`src/rtl/rv_div_unit.sv`:
```
// Multi-cycle restoring divider for RV32M DIV/DIVU/REM/REMU, one quotient bit per cycle.
// Special cases (divide by zero, signed overflow) bypass the iteration and finish in one cycle.
module rv_div_unit #(
   parameter int XLEN = 32
) (
   input  logic            clk,
   input  logic            rst,
   input  logic            start,
   input  logic [1:0]      op,
   input  logic [XLEN-1:0] a,
   input  logic [XLEN-1:0] b,
   output logic            busy,
   output logic            done,
   output logic [XLEN-1:0] result
);

   localparam int CW = $clog2(XLEN);

   typedef enum logic [1:0] {IDLE, CALC, FIX, DONE} state_t;

   state_t             state;
   logic [XLEN-1:0]    rem;
   logic [XLEN-1:0]    quo;
   logic [XLEN-1:0]    divisor;
   logic [CW-1:0]      cnt;
   logic               is_rem;
   logic               neg_q;
   logic               neg_r;

   logic               sgn;
   logic               a_neg;
   logic               b_neg;
   logic               ovf;
   logic [XLEN-1:0]    a_mag;
   logic [XLEN-1:0]    b_mag;
   logic [XLEN:0]      trial;

   function automatic logic [XLEN-1:0] neg2c(input logic [XLEN-1:0] v);
      return ~v + XLEN'(1);
   endfunction

   always_comb begin
      sgn   = ~op[0];
      a_neg = sgn & a[XLEN-1];
      b_neg = sgn & b[XLEN-1];
      a_mag = a_neg ? neg2c(a) : a;
      b_mag = b_neg ? neg2c(b) : b;
      ovf   = sgn && (a == {1'b1, {(XLEN-1){1'b0}}}) && (b == '1);
      // Shifted partial remainder minus divisor; the extra MSB is the borrow
      trial = {rem, quo[XLEN-1]} - {1'b0, divisor};
   end

   always_ff @(posedge clk or posedge rst) begin
      if (rst) begin
         state   <= IDLE;
         rem     <= '0;
         quo     <= '0;
         divisor <= '0;
         cnt     <= '0;
         is_rem  <= 1'b0;
         neg_q   <= 1'b0;
         neg_r   <= 1'b0;
         busy    <= 1'b0;
         done    <= 1'b0;
         result  <= '0;
      end else begin
         case (state)
            IDLE: begin
               done <= 1'b0;
               if (start) begin
                  is_rem  <= op[1];
                  neg_q   <= a_neg ^ b_neg;
                  neg_r   <= a_neg;
                  divisor <= b_mag;
                  rem     <= '0;
                  quo     <= a_mag;
                  cnt     <= CW'(XLEN - 1);
                  if (b == '0) begin
                     result <= op[1] ? a : '1;
                     done   <= 1'b1;
                     state  <= DONE;
                  end else if (ovf) begin
                     result <= op[1] ? '0 : a;
                     done   <= 1'b1;
                     state  <= DONE;
                  end else begin
                     busy  <= 1'b1;
                     state <= CALC;
                  end
               end
            end
            CALC: begin
               if (!trial[XLEN]) begin
                  rem <= trial[XLEN-1:0];
                  quo <= {quo[XLEN-2:0], 1'b1};
               end else begin
                  rem <= {rem[XLEN-2:0], quo[XLEN-1]};
                  quo <= {quo[XLEN-2:0], 1'b0};
               end
               cnt <= cnt - CW'(1);
               if (cnt == '0) state <= FIX;
            end
            FIX: begin
               // Remainder follows the dividend's sign, quotient the XOR of both signs
               if (is_rem) result <= neg_r ? neg2c(rem) : rem;
               else        result <= neg_q ? neg2c(quo) : quo;
               busy  <= 1'b0;
               done  <= 1'b1;
               state <= DONE;
            end
            DONE: begin
               done  <= 1'b0;
               state <= IDLE;
            end
            default: state <= IDLE;
         endcase
      end
   end

endmodule

```
`config.mk`:
```
export PLATFORM = sky130hd
export DESIGN_NAME = rv_div_unit
export DESIGN_NICKNAME = d
export VERILOG_FILES = /design/src/rtl/rv_div_unit.sv
export SDC_FILE = /design/constraint.sdc
export NUM_CORES = 1
export LEC_CHECK = 0
export ABC_AREA = 1
export BUFFER_PORTS_ARGS = -buffer_cell sky130_fd_sc_hd__buf_2
export CORE_MARGIN = 5
export CORE_UTILIZATION = 57
export CTS_CLUSTER_SIZE = 30
export DETAILED_ROUTE_END_ITERATION = 10
export GPL_TIMING_DRIVEN = 0
export PLACE_DENSITY = 0.79
export SLEW_MARGIN = 5
export SYNTH_ARGS = -nofsm -noshare
export SYNTH_HDL_FRONTEND = slang
export SYNTH_SLANG_ARGS = --single-unit
```
`constraint.sdc`:
```
create_clock -name clk -period 4.3 [get_ports clk]
set_input_delay 0.43 -clock clk [delete_from_list [all_inputs] [get_ports clk]]
set_output_delay 0.43 -clock clk [all_outputs]
set_load 0.005 [all_outputs]
```
==> results.cfg <==
[detailed_routing]
wl_per_cell_um = 18.7
drt_wl_total_um = 51800
routed_via_density = 5.77
post-route-drc-count = 0
drt-initial-drc-count = 2339
ant_nets = 0
drt_pass1_iterations = 6
dr_total_vias = 16000

[layout]
nets = 2548
n_antenna_cell = 0
final_util_pct = 63.6
stdcell_area_um2 = 15300
drive_gt1_share_pct = 9.56
area_delta_synth_final_pct = 10.9
fillers = 2387
finalNonFillerCells = 2772

[clock_network]
hold_buffers = 0
clk_pin_slew_worst_paths_ns = 0.08
cts_resized = 0
cts_sinks = 140
cts_max_level = 4
postCtsSetupBuffers = 0
clock_latency_ns = 0.44
cts_tree = yes
numCtsBuffers = 17
cts_buffer_depth = 2
cts-root-buf = clkbuf_16

[synthesis]
avgSynthCellArea_um2 = 5.95
yosysSeqAreaShare_pct = 25.4
syn_nets = 2428
syn_inst = 2315
synth_edf_count = 0
ys_warn_count = 0
postSynthRegisterBits = 140
yosys_most_used_dff = dfrtp_1
netlist_area_um2 = 13800
synth_cell_types = 46
async_flop_share_pct = 100

[sta]
slew_headroom_pct = 37.6
fin_worst_skew_ns = 0.0188
tns_ns = 0
post-route-period-util_pct = 66.0
timing.final.max_slew_violations = 0
worst_pin_slew_ns = 0.926
timing.fmax_ghz = 0.353
fin_hold_ws_ns = 0.00182
finalWorstSetupSlack_ns = 1.46
rsz0062_at_grt = false
hold_violations = 0
setup_viol = 0
min_period_ns = 2.84

[setup_path]
worstSetupEndpointType = flip-flop
worst-path-stages = 8
reg2reg_from = state[0]
worstPathArrival_ns = 3.22
crit_type = reg -> reg
timing.rr.end = result[6]
cp-start-kind = flip-flop
critPathMaxStageDelay_ns = 0.64
cp_max_fo = 10
critical_path.top_delay_family = buffers and inverters
r2r_setup_slack_ns = 1.46
path_common_cell = nand2_1
path_buf_inv = 3
required_ns = 4.69
ff2ff_path_depth = 8
path_cells = inv_1 -> ha_1 -> clkbuf_1 -> clkbuf_1 -> o21ai_0 -> nand2_1 -> nand2_1 -> nand2_1
crit_path_end = result[6]
crit_start = state[0]
crit_path_top_delay_cell = clkbuf_1

[global_route]
grt_max_degree = 96
grt_pass1_wl_um = 78200
grt_antenna_before_repair = 1
track_usage_pct = 37.4
grt_pass1_vias = 14100
overflow = 0

[floorplanning]
dieArea_um2 = 27400
die-height_um = 165
pin_count = 103
rows = 57
initial_utilization_pct = 57.3
fp.dieW_um = 165
core_area_um2 = 24000

[run]
maxCapViolCount = 0

[place]
post-place-ws_ns = 1.67
placed_cell_area_um2 = 14700
io_buffers = 100
gp_congestion = 1.06
hpwl_um = 42300
dp.cells = 2740

[power_and_ir_drop]
peakVddDrop_v = 0.000529
finalPower_mw = 13.4
power_leakage_nw = 8.10
powerDensity_nw_per_um2 = 877

[worst_hold_path]
min_path_type = in -> async

[status]
status = complete, no violations
## cell usage in the layout (no fill, tap or decap), drive strengths merged
master / synthesis / routed
o211ai: 10 / 10
or2: 3 / 3
a22oi: 3 / 3
o21ai: 167 / 167
buf: 33 / 134
clkinv: 3 / 5
nor3b: 1 / 1
a21oi: 112 / 112
nor3: 29 / 29
a21boi: 4 / 4
a31oi: 3 / 3
nand4: 35 / 35
clkinvlp: 0 / 4
nand2: 784 / 784
xor2: 36 / 36
o22ai: 2 / 2
fa: 1 / 1
o21bai: 5 / 5
a21o: 2 / 2
nor2: 215 / 215
dfrtp: 140 / 140
xnor2: 17 / 17
nand3b: 8 / 8
o21a: 4 / 4
and2: 6 / 6
inv: 317 / 325
clkbuf: 47 / 65
nor4: 2 / 2
nand3: 277 / 277
ha: 43 / 43
o31ai: 6 / 6
## flip-flops by register name (all words and copies together), names as in the netlist
name and count:
divisor 32, quo 32, rem 32, result 32
cnt 5, state 2, busy 1, done 1
is_rem 1, neg_q 1, neg_r 1
## how the worst min path moves through the flow
stage                startpoint          end  slack (ns)  cells after the start
finish                      rst    result[6]       0.002                      2
global route                rst    result[6]        0.04                      2
detailed placement   result[31]   result[31]        0.46                      2
global placement           done         done        0.46                      2
CTS                         rst   result[24]        0.02                      2
floorplan           divisor[26]  divisor[26]        0.45                      2
## where the power goes
| group | switching, mW | internal, mW |
|---|---|---|
| clock | 0.694 | 0.776 |
| sequential | 0.546 | 1.92 |
| combinational | 6.50 | 2.96 |
| total | 7.74 | 5.66 |
## metal layers
layer  share of wire [%]  up-vias  track usage [%]
met5                   0        -                0
met4                 3.2        0             10.6
met3                  14      116             14.0
met2                  39      888             50.8
met1                  44     7350             54.9
li1                    -     7631                -
## final cells by class
type | count | area, um^2 | share of cell area [%]
inverters | 320 | 1210 | 7.89
clock inverters | 14 | 124 | 0.811
repair buffers | 101 | 528 | 3.46
plain buffers | 80 | 410 | 2.69
well taps | 324 | 405 | 2.65
flip-flops and latches | 140 | 3500 | 22.9
multi-input cells | 1775 | 8660 | 56.7
clock buffers | 18 | 439 | 2.87
## cells in the mapped netlist (2+ instances only)
cell type	number	area (um^2)
nand2_8	2	40.0
nand3_2	4	40.0
a21oi_1	105	526
inv_2	5	18.8
nor4_1	2	12.5
ha_1	43	538
clkinv_1	3	11.3
inv_1	312	1170
dfrtp_1	140	3500
a21oi_2	6	52.6
nor2_4	8	90.1
clkbuf_1	47	176
o31ai_1	6	45.0
nor2_1	198	743
nand3_1	269	1350
a31oi_1	3	18.8
a21o_1	2	15.0
buf_2	14	70.1
nand4_1	35	219
a21boi_0	4	30.0
nand2_1	750	2820
nand3b_1	8	60.1
nor2_2	9	56.3
xor2_1	36	315
buf_12	2	40.0
o211ai_1	10	75.1
o21ai_1	11	55.1
or2_2	3	18.8
xnor2_1	17	149
nor3_1	29	145
nand3_4	4	70.1
o21bai_1	5	37.5
o21ai_0	155	776
a22oi_1	3	22.5
nand2_2	28	175
buf_1	8	30.0
nand2_4	4	45.0
buf_4	2	15.0
o22ai_1	2	12.5
and2_1	6	37.5
o21a_1	4	30.0
buf_6	7	78.8
## kinds of logic after synthesis
family                   count (synthesis)  share of synthesized area (%)
AO/OA/AOI/OAI                          318                           12.5
XOR/XNOR                                53                           3.37
adder cells (fa/ha/maj)                 44                           4.05
buffers and inverters                  400                           11.7
flip-flops                             140                           25.4
AND/OR/NAND/NOR                       1360                           43.0
Power figures use the tool's default switching activity.
